File: config.mk
export PLATFORM = sky130hd
export DESIGN_NAME = btn_event_queue
export DESIGN_NICKNAME = d
export VERILOG_FILES = /design/src/rtl/btn_event_queue_pkg.sv /design/src/rtl/evt_fifo.sv /design/src/rtl/btn_event_queue.sv
export SDC_FILE = /design/constraint.sdc
export NUM_CORES = 1
export LEC_CHECK = 0
export BUFFER_PORTS_ARGS = -buffer_cell sky130_fd_sc_hd__buf_4
export CAP_MARGIN = 20
export CELL_PAD_IN_SITES_DETAIL_PLACEMENT = 1
export CELL_PAD_IN_SITES_GLOBAL_PLACEMENT = 1
export CORE_ASPECT_RATIO = 1.5
export CORE_UTILIZATION = 40
export DETAILED_ROUTE_END_ITERATION = 6
export PLACE_DENSITY = 0.75
export SETUP_SLACK_MARGIN = 0.15
export SLEW_MARGIN = 25
export SYNTH_ARGS = -nofsm -noshare
export SYNTH_HDL_FRONTEND = slang
export SYNTH_HIERARCHICAL = 1
export SYNTH_SLANG_ARGS = --single-unit
File: constraint.sdc
create_clock -name clk -period 6.67 [get_ports clk]
set_input_delay 0.667 -clock clk [delete_from_list [all_inputs] [get_ports clk]]
set_output_delay 0.667 -clock clk [all_outputs]
set_load 0.02 [all_outputs]
File: src/rtl/btn_event_queue_pkg.sv
// Shared types for the button event queue: event codes, per-button FSM states
// and the packed event word that travels through the FIFO.
package btn_event_queue_pkg;

    typedef enum logic [1:0] {
        EVT_PRESS   = 2'd0,
        EVT_RELEASE = 2'd1,
        EVT_LONG    = 2'd2,
        EVT_REPEAT  = 2'd3
    } evt_code_e;

    typedef enum logic [1:0] {
        ST_IDLE    = 2'd0,
        ST_PRESSED = 2'd1,
        ST_HELD    = 2'd2
    } btn_fsm_e;

    localparam int NUM_CODES = 4;
    localparam int HOLD_W    = 16;
    localparam int BTN_IDX_W = 3;
    localparam int EVT_W     = BTN_IDX_W + 2;

    // FIFO word layout: {button index, event code}
    function automatic logic [EVT_W-1:0] pack_evt(input logic [BTN_IDX_W-1:0] btn,
                                                   input logic [1:0]           code);
        return {btn, code};
    endfunction

endpackage

File: src/rtl/evt_fifo.sv
// First-word fall-through FIFO with wrap-around pointers (extra MSB separates
// full from empty). A push while full is accepted only alongside a pop.
module evt_fifo #(
    parameter int WIDTH = 5,
    parameter int DEPTH = 8
) (
    input  logic             clk,
    input  logic             rst,
    input  logic             i_push,
    input  logic [WIDTH-1:0] i_data,
    input  logic             i_pop,
    output logic             o_valid,
    output logic             o_full,
    output logic [WIDTH-1:0] o_data
);

    localparam int           AW      = $clog2(DEPTH);
    localparam logic [AW:0]  PTR_ONE = 1;

    logic [WIDTH-1:0] r_mem [DEPTH];
    logic [AW:0]      r_wr_ptr;
    logic [AW:0]      r_rd_ptr;
    logic             w_empty;
    logic             w_do_push;
    logic             w_do_pop;

    assign w_empty   = (r_wr_ptr == r_rd_ptr);
    assign o_full    = (r_wr_ptr[AW] != r_rd_ptr[AW]) &&
                       (r_wr_ptr[AW-1:0] == r_rd_ptr[AW-1:0]);
    assign w_do_pop  = i_pop && !w_empty;
    assign w_do_push = i_push && (!o_full || w_do_pop);

    // NOTE: only state that shapes the outputs is reset; non-blocking (<=) everywhere in clocked logic.
    always_ff @(posedge clk or posedge rst) begin
        if (rst) begin
            r_wr_ptr <= '0;
            r_rd_ptr <= '0;
        end else begin
            if (w_do_push) r_wr_ptr <= r_wr_ptr + PTR_ONE;
            if (w_do_pop)  r_rd_ptr <= r_rd_ptr + PTR_ONE;
        end
    end

    // NOTE: storage is deliberately left unreset; the head is masked to zero while empty instead.
    always_ff @(posedge clk) begin
        if (w_do_push) r_mem[r_wr_ptr[AW-1:0]] <= i_data;
    end

    assign o_valid = !w_empty;
    assign o_data  = w_empty ? '0 : r_mem[r_rd_ptr[AW-1:0]];

endmodule

File: src/rtl/btn_event_queue.sv
// Button event generator: per-button press/hold FSMs raise pending event bits,
// a fixed-priority arbiter moves one per cycle into the event FIFO.
module btn_event_queue
    import btn_event_queue_pkg::*;
#(
    parameter int NBTN         = 5,
    parameter int TICK_DIV     = 25000,
    parameter int LONG_TICKS   = 500,
    parameter int REPEAT_TICKS = 100,
    parameter int DEPTH        = 8
) (
    input  logic            clk,
    input  logic            rst,
    input  logic [NBTN-1:0] btn_i,
    output logic            evt_valid,
    output logic [1:0]      evt_code,
    output logic [2:0]      evt_btn,
    input  logic            evt_ready,
    output logic [NBTN-1:0] btn_state,
    output logic            ovf,
    input  logic            ovf_clr
);

    localparam int                PW         = (TICK_DIV > 1) ? $clog2(TICK_DIV) : 1;
    localparam logic [PW-1:0]     PRESC_MAX  = PW'(TICK_DIV - 1);
    localparam logic [HOLD_W-1:0] LONG_LIM   = HOLD_W'(LONG_TICKS);
    localparam logic [HOLD_W-1:0] REPEAT_LIM = HOLD_W'(REPEAT_TICKS);

    logic [PW-1:0]                      r_presc;
    logic                               w_tick;
    logic [NBTN-1:0]                    r_btn_state;
    btn_fsm_e                           r_st      [NBTN];
    btn_fsm_e                           w_st_nxt  [NBTN];
    logic [NBTN-1:0][HOLD_W-1:0]        r_hold;
    logic [NBTN-1:0][HOLD_W-1:0]        w_hold_nxt;
    logic [NBTN-1:0][NUM_CODES-1:0]     w_raise;
    logic [NBTN-1:0][NUM_CODES-1:0]     r_pend;
    logic [NBTN-1:0][NUM_CODES-1:0]     w_pend_nxt;
    logic [NBTN-1:0][NUM_CODES-1:0]     w_grant_oh;
    logic                               w_grant_vld;
    logic [EVT_W-1:0]                   w_grant_evt;
    logic                               w_lost;
    logic                               r_ovf;
    logic                               w_push;
    logic                               w_pop;
    logic                               w_full;
    logic [EVT_W-1:0]                   w_head;

    assign w_tick = (r_presc == PRESC_MAX);

    always_ff @(posedge clk or posedge rst) begin
        if (rst) begin
            r_presc     <= '0;
            r_btn_state <= '0;
        end else begin
            r_presc     <= w_tick ? '0 : r_presc + 1'b1;
            r_btn_state <= btn_i;
        end
    end

    always_ff @(posedge clk or posedge rst) begin
        if (rst) begin
            for (int b = 0; b < NBTN; b++) r_st[b] <= ST_IDLE;
            r_hold <= '0;
        end else begin
            for (int b = 0; b < NBTN; b++) r_st[b] <= w_st_nxt[b];
            r_hold <= w_hold_nxt;
        end
    end

    // NOTE: every combinational output gets a default first so no path infers a latch.
    // A release wins over a tick landing in the same cycle.
    always_comb begin
        w_raise    = '0;
        w_hold_nxt = r_hold;
        for (int b = 0; b < NBTN; b++) begin
            w_st_nxt[b] = r_st[b];
            case (r_st[b])
                ST_IDLE: begin
                    if (btn_i[b] && !r_btn_state[b]) begin
                        w_st_nxt[b]          = ST_PRESSED;
                        w_hold_nxt[b]        = '0;
                        w_raise[b][EVT_PRESS] = 1'b1;
                    end
                end
                ST_PRESSED, ST_HELD: begin
                    if (!btn_i[b]) begin
                        w_st_nxt[b]             = ST_IDLE;
                        w_hold_nxt[b]           = '0;
                        w_raise[b][EVT_RELEASE] = 1'b1;
                    end else if (w_tick) begin
                        w_hold_nxt[b] = r_hold[b] + 1'b1;
                        if (r_st[b] == ST_PRESSED && w_hold_nxt[b] == LONG_LIM) begin
                            w_st_nxt[b]          = ST_HELD;
                            w_hold_nxt[b]        = '0;
                            w_raise[b][EVT_LONG] = 1'b1;
                        end else if (r_st[b] == ST_HELD && w_hold_nxt[b] == REPEAT_LIM) begin
                            w_hold_nxt[b]          = '0;
                            w_raise[b][EVT_REPEAT] = 1'b1;
                        end
                    end
                end
                default: begin
                    w_st_nxt[b]   = ST_IDLE;
                    w_hold_nxt[b] = '0;
                end
            endcase
        end
    end

    // Fixed priority: lowest button first, then lowest code within a button.
    always_comb begin
        w_grant_vld = 1'b0;
        w_grant_evt = '0;
        w_grant_oh  = '0;
        for (int b = 0; b < NBTN; b++) begin
            for (int c = 0; c < NUM_CODES; c++) begin
                if (r_pend[b][c] && !w_grant_vld) begin
                    w_grant_vld      = 1'b1;
                    w_grant_evt      = pack_evt(BTN_IDX_W'(b), 2'(c));
                    w_grant_oh[b][c] = 1'b1;
                end
            end
        end
    end

    assign w_pop  = evt_valid && evt_ready;
    assign w_push = w_grant_vld && (!w_full || w_pop);

    // A bit granted this cycle is free again, so re-raising it is not a loss.
    always_comb begin
        w_lost     = 1'b0;
        w_pend_nxt = w_push ? (r_pend & ~w_grant_oh) : r_pend;
        for (int b = 0; b < NBTN; b++) begin
            for (int c = 0; c < NUM_CODES; c++) begin
                if (w_raise[b][c]) begin
                    if (w_pend_nxt[b][c]) w_lost = 1'b1;
                    w_pend_nxt[b][c] = 1'b1;
                end
            end
        end
    end

    always_ff @(posedge clk or posedge rst) begin
        if (rst) begin
            r_pend <= '0;
            r_ovf  <= 1'b0;
        end else begin
            r_pend <= w_pend_nxt;
            if (w_lost)       r_ovf <= 1'b1;
            else if (ovf_clr) r_ovf <= 1'b0;
        end
    end

    evt_fifo #(
        .WIDTH (EVT_W),
        .DEPTH (DEPTH)
    ) u_fifo (
        .clk     (clk),
        .rst     (rst),
        .i_push  (w_push),
        .i_data  (w_grant_evt),
        .i_pop   (w_pop),
        .o_valid (evt_valid),
        .o_full  (w_full),
        .o_data  (w_head)
    );

    assign evt_code  = w_head[1:0];
    assign evt_btn   = w_head[EVT_W-1:2];
    assign btn_state = r_btn_state;
    assign ovf       = r_ovf;

endmodule

**After elaboration in Yosys (flattened, before gate mapping)**

Memories as Yosys holds them, arrays and structs flattened.
Cells that the tools add are included.
Widths: inputs -> output; s select.

- Memories kept: 1
- Output and inout port bits: 12
- Logic and storage cells: 383
- RAM bits: 40
- Input bits: 9
- Register bits after elaboration: 139

Memory list:

| name | depth | bits a word | rd ports | clocked after Yosys merged registers in | wr ports | line | text |
|---|---|---|---|---|---|---|---|
| u_fifo.r_mem | 8 | 5 | 1 | 0 | 1 | evt_fifo.sv:20 | `logic [WIDTH-1:0] r_mem [DEPTH];` |

- Eq/ne operators: 39
- Reduce and logical (&&, ||, !) cells: 88
- Add/sub/neg operators: 8
- Bitwise logic cells: 2
- Multiplexer cells: 225

Operators by type and width:

| cell | number |
|---|---|
| $mux 16 | 25 |
| $pmux 16 s2 | 5 |
| $mux 1 | 134 |
| $mux 5 | 19 |
| $add 16x1->16 const B | 5 |
| $eq 16x7->1 const B | 5 |
| $eq 16x9->1 const B | 5 |
| $mux 2 | 30 |
| $logic_and 1x1->1 | 39 |
| $ne 3x3->1 const B | 10 |
| $logic_not 1->1 | 26 |
| $and 20x20->20 | 1 |
| $mux 20 | 1 |
| $not 20->20 | 1 |
| $pmux 2 s2 | 5 |
| $add 15x1->15 const B | 1 |
| $eq 15x15->1 const B | 1 |
| $mux 15 | 1 |
| $mux 3 | 5 |
| $reduce_and 3->1 | 5 |
| $eq 2x1->1 const B | 5 |
| $eq 2x2->1 const B | 5 |
| $logic_not 2->1 | 5 |
| $ne 2x2->1 const B | 5 |
| 8 further kinds | 18 |

**Longest topological paths before layout**

Gate-level depths: netlist of the first run.

- Depth after elaboration: 102
- Mapped depth: 13
- Gate-level depth less buffers: 12

**Hierarchy**

Netlist of the first run, hierarchy kept.

By module, submodules not included:

| module | times used | sequential area each (um^2) | area each (um^2) | cells each |
|---|---|---|---|---|
| btn_event_queue | 1 | 3278.1 | 8660.8 | 1017 |
| evt_fifo | 1 | 1401.3 | 2132.0 | 120 |

**Least setup slack after synthesis of the first run**

OpenSTA, ideal clock, no wires.

- Path kind: reg2reg
- From: register u_fifo.r_wr_ptr[1]
- To: register r_ovf (netlist: ovf)
- Data arrival time: 2.839 ns
- Cell stages (with the launch flop): 13
- Buffers on the path: 1
- Setup time: 0.139 ns
- Period minus slack after synthesis: 2.978 ns
- Path slack: 3.692 ns
- Cell sequence: dfrtp_1 -> clkbuf_8 -> xnor2_1 -> nand3_4 -> nor2b_4 -> inv_2 -> a21bo_2 -> o21ai_1 -> or4_4 -> a22o_1 -> a41oi_2 -> o2111ai_1 -> or4_1

- Cells in the longest elaborated chain, start to end: 47

Ends and longest elaborated chain:

| item | line | text |
|---|---|---|
| start: declaration | evt_fifo.sv:21 | `logic [AW:0] r_wr_ptr;` |
| start signal: assignment | evt_fifo.sv:39 | `if (w_do_push) r_wr_ptr <= r_wr_ptr + PTR_ONE;` |
| $eq 4x4->1 (*) | evt_fifo.sv:27 | `assign w_empty = (r_wr_ptr == r_rd_ptr);` |
| $logic_not 1->1 (*) | evt_fifo.sv:49 | `assign o_valid = !w_empty;` |
| named net evt_valid | btn_event_queue.sv:15 | `output logic evt_valid,` |
| $logic_and 1x1->1 (*) | btn_event_queue.sv:127 | `assign w_pop = evt_valid && evt_ready;` |
| $logic_or 1x1->1 (*) | btn_event_queue.sv:128 | `assign w_push = w_grant_vld && (!w_full \|\| w_pop);` |
| $logic_and 1x1->1 (*) | btn_event_queue.sv:128 |  |
| $mux 20 (*) | btn_event_queue.sv:133 | `w_pend_nxt = w_push ? (r_pend & ~w_grant_oh) : r_pend;` |
| $mux 1 | btn_event_queue.sv:137 | `if (w_pend_nxt[b][c]) w_lost = 1'b1;` |
| (+32 left out) | -- |  |
| $mux 1 | btn_event_queue.sv:136 | `if (w_raise[b][c]) begin` |
| $mux 1 | btn_event_queue.sv:137 |  |
| $mux 1 | btn_event_queue.sv:136 |  |
| $mux 1 | btn_event_queue.sv:137 |  |
| $mux 1 | btn_event_queue.sv:136 |  |
| $mux 1 | btn_event_queue.sv:137 |  |
| $mux 1 (*) | btn_event_queue.sv:136 |  |
| $mux 1 or $reduce_bool 2->1 (tied branches) | -- |  |
| end signal: assignment | btn_event_queue.sv:147 | `r_ovf <= 1'b0;` |
| end signal: assignment | btn_event_queue.sv:150 | `if (w_lost) r_ovf <= 1'b1;` |
| end signal: assignment | btn_event_queue.sv:151 | `else if (ovf_clr) r_ovf <= 1'b0;` |
| end: declaration | btn_event_queue.sv:43 | `logic r_ovf;` |

Mark *: on every way through the listed nets, which the timed path passes. The rest lies on a longest branch.
A chain may end at the register's enable or synchronous reset.

**Worst setup path in the final report of the first run**

- From: register u_fifo.r_rd_ptr[0]
- To: memory u_fifo.r_mem[5][4], enable pin

- Cells in the longest elaborated chain, start to end: 8

Ends and longest elaborated chain:

| item | line | text |
|---|---|---|
| start: declaration | evt_fifo.sv:22 | `logic [AW:0] r_rd_ptr;` |
| start signal: assignment | evt_fifo.sv:40 | `if (w_do_pop) r_rd_ptr <= r_rd_ptr + PTR_ONE;` |
| $eq 4x4->1 or $eq 3x3->1 (tied branches) | evt_fifo.sv:27, evt_fifo.sv:29 |  |
| $logic_not 1->1 or $logic_and 1x1->1 (tied branches) | evt_fifo.sv:49, evt_fifo.sv:28 |  |
| $logic_and 1x1->1 or $logic_not 1->1 (tied branches) | btn_event_queue.sv:127, btn_event_queue.sv:128 |  |
| $logic_or 1x1->1 (*) | btn_event_queue.sv:128 |  |
| $logic_and 1x1->1 (*) | btn_event_queue.sv:128 |  |
| named net w_push | btn_event_queue.sv:44 | `logic w_push;` |
| $logic_and 1x1->1 (*) | evt_fifo.sv:31 | `assign w_do_push = i_push && (!o_full \|\| w_do_pop);` |
| $mux 1 (*) | evt_fifo.sv:46 | `if (w_do_push) r_mem[r_wr_ptr[AW-1:0]] <= i_data;` |
| $mux 1 (not written as such) (*) | evt_fifo.sv:46 |  |
| end: declaration | evt_fifo.sv:20 |  |

Marks and branches as above.

==> impl_results.md, run 1 <==
* Area occupied by multi-input gates at 5699 sq um
* Crit end category: flop
* Comb pwr share at 0.311
* CTS Hold Buffers Added at 0
* PwrDens at 313.4 nW/um^2
* Pint at 0.002328 W
* Share of flip-flops with an asynchronous set or reset at 0.7765
* Adder-cell share of the synthesized area at 0.03826
* Syn Area/Cell at 9.492 sq um
* Simple-Gate Fraction of Synth Area at 0.2400
* Die Ht at 203.2 microns
* Placer Congestion at 0.8392
* Final setup violation count at 0
* Tmin final at 3.573 ns
* Worst Tran Pin Value at 1.085 ns
* # placed instances at 1458
* Tot GR Track Use at 0.2105
* Clock latency on the worst-skew pair at 0.46 ns
* Sequential Area at 4679 sq um
* CP Launch Type: flop
* 1st-iter DRT viols at 386
* HPWL after detailed placement at 19580 microns
* Clock root buffer: clkbuf_16
* Setup TNS at 0 ns
* Sequential cell fraction of total power at 0.412
* Crit Path Max Fanout at 14
* Post-Syn Instances at 1137
* Syn-to-layout area delta at 9.413%
* Yosys reg bits at 179
* Final non-filler cell total at 1490
* Synth top area share at 0.3223
* Final hold violations at 0
* Clock Path Buffers at 2
* Final worst path period share at 0.5356
* Critical R2R Capture: u_fifo/r_mem[5][4]
* Num Clock Sinks at 179
* Post-Syn Nets at 1179
* CTS resizes at 0
* Crit path required time at 6.75 ns
* DR pass1 iterations at 5
* Reg2Reg Launch Point: u_fifo/r_rd_ptr[0]
* Leak pwr at 4.702 nW
* Initial Util at 0.4075
* Post-layout util at 0.4458
* Global route overflow at 0
* Final Skew at 0.009523 ns
* Global-route wire length before repair at 46170 microns
* WS Path Type: reg2reg
* Final WL at 26970 microns
* Yosys warns at 6
* Maximum VDD drop at 0.2441 mV
* Status: finished clean
* Total of max-cap violations at 0
* Synth Area in Compound Gates at 0.1682
* Vias in the first global route at 9217
* Number of CTS-inserted buffers at 17
* Register area share after synthesis at 0.4336
* Unrepaired setup endpoints after global routing: false
* Drt wl/cell at 18.10 microns
* Vias at 8770
* Internal reg-to-reg setup slack at 3.10 ns
* Synth area leader: dfrtp_1
* Arrival time at the worst endpoint at 3.65 ns
* # port buffers at 20
* Mux contribution to synthesized area at 0.04127
* DRC Markers at 0
* Commonest non-fill, non-tap cells in the layout: 139 x dfrtp_1, 120 x nand2_1, 95 x nor2_1, 92 x o21ai_0, 65 x nand3_1
* Main combinational cell family by area after synthesis: simple AND/OR/NAND/NOR gates
* Fill cell count at 3058
* Largest net degree at the start of global routing at 68
* Antenna violations before repair at 0
* DIE AREA at 27660 sq um
* Via density at 5.886
* Worst-path clk slew at 0.07 ns
* CTS tree: yes
* Post-CTS Setup Bufs at 0
* # IOs at 21
* Htree depth at 4
* Commonest non-fill, non-tap cell in the layout: dfrtp_1
* HP Class: in2async
* Fin nets at 1182
* Switch Pwr at 0.001373 W
* FP Rows at 73
* Synth Area in XOR/XNOR at 0.03802
* Library cells used by synthesis at 99
* Final Max Tran Viols at 0
* Peak Freq at 279.9 MHz
* DIE WIDTH at 136.1 microns
* R2R depth at 9
* Synth area leaders: dfrtp_1 32%, edfxtp_1 11%, o21ai_0 4.3%, nand2_1 4.2%, ha_1 3.8%
* Post-DRT Antenna Nets at 0
* Clock Power Share at 0.277
* Total core area at 26490 sq um
* Post-synth EDFFs at 40
* Synthesized area at 10790 sq um
* Main synth FF type: dfrtp_1
* Slew headroom at 0.2693
* Layout cells sized above 1 at 0.1084
* Sw Ratio at 0.3709
* Ant diodes at 0
==> power groups by stage <==
stage | logic, W | registers, W | clock network, W
finish | 0.00115 | 0.00153 | 0.00102
global route | 0.00126 | 0.00155 | 0.00109
CTS | 0.00117 | 0.00153 | 0.00105
detailed placement | 0.00116 | 0.00155 | 0
global placement | 0.00111 | 0.00153 | 0
floorplan | 0.000915 | 0.00144 | 0
==> layer usage <==
metal	share of wire	vias to the layer above	global-route usage
met1	0.42	4438	0.2435
met5	0	-	0
li1	-	4220	-
met2	0.54	85	0.3851
met3	0.021	27	0.03207
met4	0.017	0	0.07659
==> metrics by stage <==
step	worst slack, ns	power, W	area, sq um	hold slack, ns
5_1_grt	2.875	0.003897	11810	0.2106
4_1_cts	3.079	0.003741	11800	0.1821
2_1_floorplan	2.505	0.002353	10790	0.4329
3_5_place_dp	3.083	0.002702	11210	0.4643
3_3_place_gp	3.215	0.002646	11200	0.4447
6_report	3.097	0.003701	11810	0.1928
==> how the worst max path moves through the flow <==
stage                       startpoint                 end  depth (start not counted)
floorplan                          rst        btn_state[0]                          1
detailed placement  u_fifo/r_rd_ptr[0]                 ovf                         11
global route        u_fifo/r_rd_ptr[0]  u_fifo/r_mem[5][1]                          9
CTS                 u_fifo/r_rd_ptr[0]                 ovf                         11
global placement    u_fifo/r_rd_ptr[0]                 ovf                         11
finish              u_fifo/r_rd_ptr[0]  u_fifo/r_mem[5][4]                          9
==> area by class of cell <==
| cell class | count | share of cell area |
|---|---|---|
| Tap cell | 337 | 0.03571 |
| Sequential cell | 179 | 0.3963 |
| Inverter | 46 | 0.01505 |
| Timing Repair Buffer | 32 | 0.02034 |
| Clock buffer | 17 | 0.03602 |
| Clock inverter | 15 | 0.01399 |
| Multi-Input combinational cell | 864 | 0.4826 |
==> sequential cells by signal, summed over array words and instances, names as in the netlist <==
name	flops
r_hold	80
u_fifo/r_mem	40
r_pend	20
r_presc	15
r_st	10
btn_state	5
u_fifo/r_rd_ptr	4
u_fifo/r_wr_ptr	4
ovf	1
==> cells in the mapped netlist (15+ instances only) <==
cell type,number
nand2_1,120
dfrtp_1,139
nand4_1,29
o21ai_0,93
ha_1,33
nor2b_1,15
edfxtp_1,40
xnor2_1,32
clkbuf_1,23
o31ai_1,24
nand3_1,65
inv_1,45
nor3_1,35
nor2_1,95
a21oi_1,30
==> cell families (layout without fill, tap and decap cells) <==
family,after synthesis,in the layout
xor+xnor,46,46
mux,30,30
fa+ha+maj,33,33
compound gates,269,269
flops,179,179
buf+inv,94,110
simple gates,486,486
==> critical path: stages, from the launching register on <==
cell,delay [ns]
dfrtp_1,0.82
xnor2_1,0.22
nand3_4,0.19
nor2b_4,0.09
inv_2,0.12
a21bo_2,0.20
o21ai_1,0.21
inv_1,0.32
nand2_1,0.15
nor4b_1,0.87
Power figures use the tool's default switching activity.
==> run 2, diff against run 1 <==
--- a/config.mk
+++ b/config.mk
@@ -5,6 +5,7 @@
 export SDC_FILE = /design/constraint.sdc
 export NUM_CORES = 1
 export LEC_CHECK = 0
+export ABC_AREA = 1
 export BUFFER_PORTS_ARGS = -buffer_cell sky130_fd_sc_hd__buf_4
 export CAP_MARGIN = 20
 export CELL_PAD_IN_SITES_DETAIL_PLACEMENT = 1
@@ -12,7 +13,7 @@
 export CORE_ASPECT_RATIO = 1.5
 export CORE_UTILIZATION = 40
 export DETAILED_ROUTE_END_ITERATION = 6
-export PLACE_DENSITY = 0.75
+export PLACE_DENSITY = 0.79
 export SETUP_SLACK_MARGIN = 0.15
 export SLEW_MARGIN = 25
 export SYNTH_ARGS = -nofsm -noshare
==> constraint.sdc (replaced) <==
create_clock -name clk -period 3.25 [get_ports clk]
set_input_delay 0.325 -clock clk [delete_from_list [all_inputs] [get_ports clk]]
set_output_delay 0.325 -clock clk [all_outputs]
set_load 0.02 [all_outputs]
==> run 2 against run 1 <==
- global-route usage barely moved
- first-iteration DRC count is 9.1% lower
- sequential share of layout area increased by 1.9 points
- cell area fell by 4.6%
- clock-buffer cell count unchanged
- critical path depth grew 5
- largest power group unchanged
- hold slack lost 0.18 ns
- setup slack lost 2.7 ns
==> impl_results.md, run 2 <==
* Status: finished clean
* Crit-path cells: nor2_1, nand2_2, nor2_4, nand4_2, nor2_4, nand4_4, nor2_4, nand4_2, nor2_4, nand4_4, nand2_1, inv_2, nand3_1, nor2_1
* 1st-iter DRT viols at 351
* WS Path Type: reg2reg
* Library cells used by synthesis at 49
* GR Layer Usage met3 at 0.03035
* CTS tree: yes
* Clock Path Buffers at 2
* Placer Congestion at 0.8294
* DR pass1 iterations at 4
* Sw Ratio at 0.4106
* DIE WIDTH at 131.6 microns
* Internal reg-to-reg setup slack at 0.42 ns
* R2R depth at 14
* Tot GR Track Use at 0.2107
* Final Max Tran Viols at 0
* Num Clock Sinks at 179
* Main synth FF type: dfrtp_1
* Commonest non-fill, non-tap cells in the layout: 216 x nand2_1, 177 x inv_1, 139 x nor2_1, 138 x dfrtp_1, 95 x nand3_1
* WHS at 0.008143 ns
* Ant diodes at 0
* Register area share after synthesis at 0.4646
* Share of flip-flops with an asynchronous set or reset at 0.7765
* Setup TNS at 0 ns
* Die Ht at 196.3 microns
* Number of CTS-inserted buffers at 17
* CP Launch Point: r_pend[3]
* Syn Area/Cell at 8.222 sq um
* Htree depth at 4
* Slowest stage cell, crit path: dfrtp_1
* Leak pwr at 4.943 nW
* Layout cells sized above 1 at 0.09741
* Global-route wire length before repair at 43860 microns
* # port buffers at 20
* Peak Freq at 353.2 MHz
* Final Skew at 0.007573 ns
* Grt peak-use layer: met2
* Worst Tran Pin Value at 0.9409 ns
* Arrival time at the worst endpoint at 3.02 ns
* Synth area leader: dfrtp_1
* Final setup violation count at 0
* Unrepaired setup endpoints after global routing: true
* Critical R2R Capture: u_fifo/r_mem[4][2]
* Clock Power Share at 0.250
* Crit end category: flop
* Cell mode on critical path: nor2_4
* Synthesized area at 10070 sq um
* Total of max-cap violations at 0
* Vias in the first global route at 9197
* Maximum VDD drop at 0.4440 mV
* Syn-to-layout area delta at 11.81%
* Largest net degree at the start of global routing at 114
* Vias at 8452
* Commonest non-fill, non-tap cell in the layout: nand2_1
* Via density at 5.292
* Switch Pwr at 0.003303 W
* Synth area leaders: dfrtp_1 35%, edfxtp_1 12%, nand2_1 8.1%, inv_1 6.6%, nor2_1 5.3%
* Clock root buffer: clkbuf_16
* Setup WS post-layout at 0.4190 ns
* Total core area at 24520 sq um
* Met2 Use GR at 0.4082
* Final hold violations at 0
* HP Class: in2reg
* Final WL at 25540 microns
* Post-DRT Antenna Nets at 0
* DRC Markers at 0
* Post-DP Area at 10640 sq um
* HPWL after detailed placement at 18770 microns
* Crit Path Max Fanout at 13
* Met1 Usage GRT at 0.2288
* Antenna violations before repair at 0
* Post-CTS Setup Bufs at 0
* Sequential cell fraction of total power at 0.387
* DIE AREA at 25830 sq um
* # IOs at 21
* Post-synth EDFFs at 40
* Synth top area share at 0.3453
* PwrDens at 714.3 nW/um^2
* Final worst path period share at 0.8711
* Slew headroom at 0.3670
* Synth cell count leaders: 217 x nand2_1, 178 x inv_1, 142 x nor2_1
* Reg2Reg Launch Point: r_pend[3]
* Setup slack at placement at 0.4012 ns
* CP Launch Type: flop
* Yosys warns at 6
* Fin nets at 1302
* Initial Util at 0.4107
* Worst-path clk slew at 0.07 ns
* Clock latency on the worst-skew pair at 0.45 ns
* Count leader, synth: nand2_1
* Most flops, register: r_hold
* Comb pwr share at 0.363
* Global route overflow at 0
* Max reg flops at 80
* Pint at 0.004741 W
* CP Capture Point: u_fifo/r_mem[4][2]
* Post-Syn Nets at 1267
* Crit path required time at 3.44 ns
* Yosys reg bits at 179
* Post-Syn Instances at 1225
* Tmin final at 2.831 ns
* Post-route cell area at 11260 sq um
* FP Rows at 70
* CP peak stage delay at 0.42 ns
* Drt wl/cell at 15.99 microns
run 2: how the worst min path moves through the flow:
stage | start | endpoint | slack, ns | cells after the start
after floorplan | rst | u_fifo/r_rd_ptr[0] | 0.14 | 1
after global placement | rst | u_fifo/r_rd_ptr[3] | 0.32 | 2
after detailed placement | rst | u_fifo/r_rd_ptr[1] | 0.33 | 2
after CTS | btn_i[3] | btn_state[3] | 0.001 | 1
after global routing | btn_i[3] | btn_state[3] | 0.00002 | 1
final | btn_i[3] | btn_state[3] | 0.008 | 1
run 2: final cells by class:
type                       instances  area (sq um)
inverter                         193         728.2
fill                            2994         13260
timing repair buffer              36         290.3
clock buffer                      17         425.4
multi-input combinational        833          4594
tap                              324         405.4
sequential                       179          4681
clock inverter                    15         137.6
run 2: worst max-delay path: cells and delay by family (launching register included):
kind / cells / cell delay, ns
buffers and inverters: 1 / 0.12
DFF: 1 / 0.42
and+or+nand+nor: 13 / 2.01
run 2: what timing repair did:
action | CTS | global route
resized for setup | 0 | 8
endpoints found under the hold margin | 28 | 0
hold buffers | 3 | 0
endpoints found under the setup margin | 0 | 14
run 2: logic make-up (layout without fill, tap and decap cells):
group                      count (synthesis)  count (layout)  synth area share
adders and majority gates                 33              33           0.04099
AOI/OAI and AO/OA                        191             191            0.1084
and+or+nand+nor                          555             555            0.2565
xor gates and xnor gates                  54              54           0.04770
buffers and inverters                    213             261           0.08174
DFF                                      179             179            0.4646
run 2: metal layers:
layer | vias to the layer above | wire length (microns)
li1 | 4113 | -
met5 | - | 0
met3 | 37 | 465
met1 | 4214 | 10260
met4 | 0 | 533
met2 | 88 | 14280
run 2: metrics by stage:
stage	power, W	utilization	cells
3_3_place_gp	0.005947	0.4340	1562
6_report	0.008045	0.4592	1597
5_1_grt	0.008569	0.4592	1597
3_5_place_dp	0.006063	0.4340	1562
4_1_cts	0.008113	0.4582	1597
2_1_floorplan	0.005092	-	1225
run 2: power groups by stage:
stage / registers [W] / clock network (W) / logic (W)
finish: 0.00311 / 0.00201 / 0.00292
global route: 0.00316 / 0.00214 / 0.00327
CTS: 0.00311 / 0.00206 / 0.00294
detailed placement: 0.00315 / 0 / 0.00291
global placement: 0.00312 / 0 / 0.00282
floorplan: 0.00302 / 0 / 0.00207
